$ cat src/rtl/nes_pad_reader_if.sv
// Signal bundle between the NES pad reader and its frame/controller/paddle neighbours.
// master is the reader side; slave is the environment driving strobe and serial data.
interface nes_pad_reader_if;
  logic       vSyncStart;
  logic       nesData;
  logic       nesLatch;
  logic       nesClock;
  logic [7:0] buttons;
  logic       buttonsValid;
  logic       busy;

  modport master (
    input  vSyncStart,
    input  nesData,
    output nesLatch,
    output nesClock,
    output buttons,
    output buttonsValid,
    output busy
  );

  modport slave (
    output vSyncStart,
    output nesData,
    input  nesLatch,
    input  nesClock,
    input  buttons,
    input  buttonsValid,
    input  busy
  );
endinterface

$ cat src/rtl/nes_pad_reader.sv
// Once-per-frame serial reader for a 4021-based NES controller; presents an active-high
// button byte with a one-cycle valid pulse.
module nes_pad_reader #(
  parameter int unsigned halfBitCycles = 300
) (
  input logic              pixelClock,
  input logic              reset,
  nes_pad_reader_if.master bus
);

  localparam int unsigned countWidth = $clog2(2 * halfBitCycles);
  localparam logic [countWidth-1:0] latchLast = countWidth'(2 * halfBitCycles - 1);
  localparam logic [countWidth-1:0] halfLast  = countWidth'(halfBitCycles - 1);

  typedef enum logic [2:0] {StIdle, StLatch, StClkHigh, StClkLow, StDone} state_e;

  state_e                state;
  logic [countWidth-1:0] halfCount;
  logic [2:0]            bitCount;
  logic [7:0]            shiftReg;
  logic                  dataMeta;
  logic                  dataSync;
  logic                  nesLatch;
  logic                  nesClock;
  logic [7:0]            buttons;
  logic                  buttonsValid;
  logic                  busy;

  // nesData comes straight from the connector pin.
  always_ff @(posedge pixelClock or posedge reset) begin
    if (reset) begin
      dataMeta <= 1'b1;
      dataSync <= 1'b1;
    end else begin
      dataMeta <= bus.nesData;
      dataSync <= dataMeta;
    end
  end

  always_ff @(posedge pixelClock or posedge reset) begin
    if (reset) begin
      state        <= StIdle;
      halfCount    <= '0;
      bitCount     <= '0;
      shiftReg     <= '0;
      nesLatch     <= 1'b0;
      nesClock     <= 1'b0;
      buttons      <= '0;
      buttonsValid <= 1'b0;
      busy         <= 1'b0;
    end else begin
      buttonsValid <= 1'b0;
      unique case (state)
        StIdle: begin
          if (bus.vSyncStart) begin
            state     <= StLatch;
            nesLatch  <= 1'b1;
            busy      <= 1'b1;
            halfCount <= '0;
          end
        end
        StLatch: begin
          if (halfCount == latchLast) begin
            // A is already on the data line once the latch has been held.
            shiftReg  <= {dataSync, shiftReg[7:1]};
            nesLatch  <= 1'b0;
            nesClock  <= 1'b1;
            halfCount <= '0;
            bitCount  <= '0;
            state     <= StClkHigh;
          end else begin
            halfCount <= halfCount + 1'b1;
          end
        end
        StClkHigh: begin
          if (halfCount == halfLast) begin
            nesClock  <= 1'b0;
            halfCount <= '0;
            state     <= StClkLow;
          end else begin
            halfCount <= halfCount + 1'b1;
          end
        end
        StClkLow: begin
          if (halfCount == halfLast) begin
            halfCount <= '0;
            if (bitCount == 3'd7) begin
              state <= StDone;
            end else begin
              shiftReg <= {dataSync, shiftReg[7:1]};
              bitCount <= bitCount + 1'b1;
              nesClock <= 1'b1;
              state    <= StClkHigh;
            end
          end else begin
            halfCount <= halfCount + 1'b1;
          end
        end
        StDone: begin
          buttons      <= ~shiftReg;
          buttonsValid <= 1'b1;
          busy         <= 1'b0;
          state        <= StIdle;
        end
        default: state <= StIdle;
      endcase
    end
  end

  assign bus.nesLatch     = nesLatch;
  assign bus.nesClock     = nesClock;
  assign bus.buttons      = buttons;
  assign bus.buttonsValid = buttonsValid;
  assign bus.busy         = busy;

endmodule
$ cat src/flat_wrapper.sv
// flat-port wrapper written by rule: the top's interface ports become plain ports
module nes_pad_reader_flat 
#(
  parameter int unsigned halfBitCycles = 300
)
  (pixelClock, reset, bus_vSyncStart, bus_nesData, bus_nesLatch, bus_nesClock, bus_buttons, bus_buttonsValid, bus_busy);
  nes_pad_reader_if bus_i ();
  input logic pixelClock;
  input logic reset;
  input wire logic [$bits(bus_i.vSyncStart)-1:0] bus_vSyncStart;
  input wire logic [$bits(bus_i.nesData)-1:0] bus_nesData;
  output wire logic [$bits(bus_i.nesLatch)-1:0] bus_nesLatch;
  output wire logic [$bits(bus_i.nesClock)-1:0] bus_nesClock;
  output wire logic [$bits(bus_i.buttons)-1:0] bus_buttons;
  output wire logic [$bits(bus_i.buttonsValid)-1:0] bus_buttonsValid;
  output wire logic [$bits(bus_i.busy)-1:0] bus_busy;
  assign bus_i.vSyncStart = bus_vSyncStart;
  assign bus_i.nesData = bus_nesData;
  assign bus_nesLatch = bus_i.nesLatch;
  assign bus_nesClock = bus_i.nesClock;
  assign bus_buttons = bus_i.buttons;
  assign bus_buttonsValid = bus_i.buttonsValid;
  assign bus_busy = bus_i.busy;
  nes_pad_reader #(.halfBitCycles(halfBitCycles)) u_core (.pixelClock(pixelClock), .reset(reset), .bus(bus_i));
endmodule
$ cat config.mk
export PLATFORM = sky130hd
export DESIGN_NAME = nes_pad_reader_flat
export DESIGN_NICKNAME = d
export VERILOG_FILES = /design/src/rtl/nes_pad_reader_if.sv /design/src/rtl/nes_pad_reader.sv /design/src/flat_wrapper.sv
export SDC_FILE = /design/constraint.sdc
export NUM_CORES = 1
export LEC_CHECK = 0
export ABC_AREA = 1
export ABC_CLOCK_PERIOD_IN_PS = 1600
export CAP_MARGIN = 20
export CORE_UTILIZATION = 57
export DETAILED_ROUTE_END_ITERATION = 10
export PLACE_DENSITY = 0.77
export SLEW_MARGIN = 20
export SYNTH_ARGS = -nofsm -noshare
export SYNTH_HDL_FRONTEND = slang
export SYNTH_SLANG_ARGS = --single-unit
$ cat constraint.sdc
create_clock -name pixelClock -period 1.6 [get_ports pixelClock]
set_input_delay 0.24 -clock pixelClock [delete_from_list [all_inputs] [get_ports pixelClock]]
set_output_delay 0.24 -clock pixelClock [all_outputs]
set_load 0.02 [all_outputs]
Word-level counts from Yosys, hierarchy flattened. Cells that the tools add are included.

Register bits: 38. Bits of input ports: 4. Logic and storage cells: 67.

Add/sub/neg operators: 2. Eq/ne operators: 12. Muxes and demuxes: 28. Bitwise operators: 1. Reductions and logical operators: 13.

Operators with widths (count): 10-bit two-way mux (3); 10-bit one-hot mux with 3 select lines (1); 3-bit two-way mux (8); 8-bit two-way mux (3); 8-bit one-hot mux with 2 select lines (1); 3-bit one-hot mux with 4 select lines (1); 10-bit by 1-bit adder with 10-bit output (second input constant) (1); 10-bit equality test (second input constant) (1); 10-bit by 9-bit equality test with 1-bit output (second input constant) (1); 8-bit NOT (1); 4-bit AND reduction (2); 1-bit two-way mux (7); 3-bit by 2-bit equality test with 1-bit output (second input constant) (2); 3-bit equality test (second input constant) (2); 2-bit by 1-bit inequality test with 1-bit output (second input constant) (3); 3-bit one-hot mux with 2 select lines (1); 2-bit nonzero test (3); 3-bit nonzero test (2); 5-bit AND reduction (1); 2-bit inequality test (second input constant) (2); 1-bit one-hot mux with 2 select lines (2); 2-bit AND reduction (2); 3-bit by 1-bit adder with 3-bit output (second input constant) (1); 3-bit by 1-bit equality test with 1-bit output (second input constant) (1); other kinds (4) (4).

Depth between registers and ports, before layout.
Depth in word-level cells: 4. Depth in mapped cells: 10. Gate-level depth less buffers: 8.

Worst setup path before layout. Ideal clock, no wire load.

Path kind: reg2reg. Start point: register u_core.bitCount[0]. End point: register u_core.bitCount[0]. Arrival: 1.328 ns. Data required time: 1.483 ns. Slack: 0.155 ns. Stages on the path, launching flop included: 10. Period minus slack after synthesis: 1.445 ns. Cells stage by stage: dfrtp_1 > ha_1 > ha_1 > nand3_1 > nand3_1 > inv_1 > nand3_2 > buf_2 > nand2_1 > nand2_1.

Cells in the longest elaborated chain, start to end: 4.

Ends and longest elaborated chain: from (decl) (line nes_pad_reader.sv:19) `logic [2:0] bitCount;`; from (signal assigned) (line nes_pad_reader.sv:91) `bitCount <= bitCount + 1'b1;`; 3-bit by 1-bit adder with 3-bit output (line nes_pad_reader.sv:91); 3-bit two-way mux (line nes_pad_reader.sv:87) `if (bitCount == 3'd7) begin`; 3-bit two-way mux (line nes_pad_reader.sv:85) `if (halfCount == halfLast) begin`; 3-bit one-hot mux with 2 select lines (line nes_pad_reader.sv:53) `unique case (state)`.

Parallel ways exist; a longest one is shown, timed or not. The select of a mux whose other input is x is not followed. A chain may end at the register's enable or synchronous reset.

Worst setup path after layout.
Start point: register u_core.busy (netlist: u_core.bus.busy). End point: output bus_busy.

RTL lines: from (decl) (line nes_pad_reader.sv:27) `logic busy;`; from (signal assigned) (line nes_pad_reader.sv:50) `busy <= 1'b0;`; from (signal assigned) (line nes_pad_reader.sv:58) `busy <= 1'b1;`; from (signal assigned) (line nes_pad_reader.sv:102) `busy <= 1'b0;`; to (decl) (line flat_wrapper.sv:16) `output wire logic [$bits(bus_i.busy)-1:0] bus_busy;`.

No word-level cell between the ends.

==> flow_summary.toml <==
[outcome]
run_status = "complete, no violations"

[logic_synthesis]
yosysTopAreaCell = "dfrtp_1"
synth_edf_count = 0
synth_cell_types = 22
synthesis.area_um2 = 1877
syn-num-nets = 245
syn_inst = 238
synth_common_cells = "nand2_1, dfrtp_1, nor2_1"
synth_warnings = 0
seq_area_frac_synth_pct = 50.80
ys.flop_type = "dfrtp_1"
async_reset_ff_share_pct = 100.0
yosysMostFrequentCell = "nand2_1"
synth.area.top_cells = "dfrtp_1, nand2_1, nor2_1"
ys_ff_latch = 38
avgSynthCellArea_um2 = 7.886
synth_top_area_share_pct = 48.00

[worst_setup_path]
path_class = "reg2out"
critical-path-top-delay-family = "buffers and inverters"
r2r-start = "u_core.bitCount[0]"
critPathBufInv = 1
cp_slowest_cell = "clkdlybuf4s50_1"
crit_fanout = 2
worstPathRequired_ns = 1.36
arrival_ns = 1.30
path_cells = "clkdlybuf4s50_1"
cp_slowest_stage_delay_ns = 0.60
worst_setup_path_start_kind = "flip-flop"
crit_start = "u_core.bus.busy"
critPathCaptureType = "primary output"

[cells_and_area]
final_area_um2 = 2302
utilization_pct = 74.80
nNetsFinal = 274
n_antenna_cell = 0
syn2layout_area_growth_pct = 22.67
fillers = 240
drive_above_1_share_pct = 15.67

[drt]
drtPass1Iterations = 4
wl_mm = 3.616
post-route-drc-count = 0
vias_per_cell = 5.112
drtAntennaViolNets = 0
first_iter_violations = 86
wl_per_cell_um = 11.59
vias = 1595

[grt]
gr-usage-met3_pct = 6.550
overflow = 0
gr-max-usage-layer = "met1"
grtUsageTotal_pct = 22.87
use_met1_pct = 34.48
grt_start_max_net_pins = 39
grt_first_pass_wirelength_mm = 5.865
grt_pass1_vias = 1320
antenna_found_initial = 0
grt.met2_usage_pct = 31.62

[sta]
finalCritPeriodShare_pct = 96.55
setup_tns_ns = 0
setup_viol = 0
maxSlewViolCount = 0
skew_ns = 0.008616
timing.fmax_mhz = 647.3
tightest_slew_ns = 0.3163
finalHoldViolCount = 0
slew_headroom_pct = 78.92
period_minus_slack_ns = 1.545

[placement]
dp_hpwl_mm = 2.549
place.gp.congestion = 0.9495
place_area_um2 = 2160
portBuffers = 15

[clock_network]
post_cts_buffers = 0
path_clk_slew_ns = 0.12
cts.sink_count = 38
cts_hold_buf = 0
cts_made_buffers = 5
cts_resized = 0
htreeDepth = 2
clk_latency_ns = 0.35
cts_tree = "yes"
cts-root-buf = "clkbuf_4"
clockBufferDepth = 2

[power]
leakagePower_uw = 0.001136
power.density_nw_per_um2 = 1512
max-vdd-ir-drop_v = 0.0008597
p_total_uw = 3481

[floorplanning]
initial_core_util_pct = 60.98
dieHeight_um = 59.38
io_pins = 16
num_rows = 20
die_area_um2 = 3526
die_w_um = 59.38
core_area_um2 = 3078

[min_path]
min_path_type = "in2async"

[job]
drv_cap = 0
through the flow:
step	worst slack (ns)	std cells	hold WS (ns)
floorplan	0.1545	238	0.2445
global placement	-0.08391	304	0.3456
detailed placement	-0.1120	304	0.3498
CTS	0.01684	312	0.2239
global route	-0.009395	312	0.2346
finish	0.05516	312	0.2223
state kept, by name, indices dropped and copies added (netlist names), 3 cells and up:
signal and cells:
u_core.halfCount 10, u_core.bus.buttons 8, u_core.shiftReg 8, u_core.bitCount 3
u_core.state 3
final timing paths:
kind	endpoint	slack (ns)	cells after the start
max reg2reg	u_core.bitCount[2]	0.12	8
min	u_core.halfCount[9]	0.22	3
min in group pixelClock	u_core.dataMeta	0.29	1
max in group asynchronous	u_core.dataMeta	1.12	3
max	bus_busy	0.06	1
min reg2reg	u_core.dataSync	0.36	0
final cells by class:
type / instances / area (um^2) / share of cell area (%)
Sequential cell: 38 / 953.4 / 41.41
Multi-Input combinational cell: 167 / 823.3 / 35.76
Timing Repair Buffer: 29 / 290.3 / 12.61
Inverter: 26 / 97.59 / 4.239
Tap cell: 44 / 55.05 / 2.391
Clock inverter: 3 / 45.04 / 1.957
Clock buffer: 5 / 37.54 / 1.630
kinds of logic after synthesis:
logic type      synth area share (%)
compound gates                 4.867
xor+xnor                       1.400
fa+ha+maj                      2.000
buf+inv                        7.333
flops                          50.80
simple gates                   33.60
tightest hold or removal path, stage by stage:
cell and delay [ns]:
clkdlybuf4s50_1 0.39, inv_1 0.09, buf_12 0.22
metal layers:
layer / up-vias / routed length [um]
met2: 43 / 1510
li1: 818 / -
met4: 0 / 59
met5: - / 0
met1: 726 / 1844
met3: 8 / 202
report_power, final:
group / switching [uW] / internal [uW]
clock: 321 / 328
sequential: 249 / 1210
combinational: 812 / 564
cells in the final DEF, fill, tap and decap left out, drive strengths merged:
cell type	synthesis	layout
nand2	77	77
ha	3	3
buf	7	14
bufinv	0	1
a21oi	1	1
nor3	1	1
dfrtp	36	36
nor3b	1	1
o211ai	1	1
clkinvlp	0	2
dlymetal6s2s	0	6
inv	26	26
nand3	20	20
clkbuf	0	5
dfstp	2	2
nand4	14	14
nor2	31	31
clkdlybuf4s50	0	9
xor2	3	3
o21ai	15	15
Power figures use the tool's default switching activity.
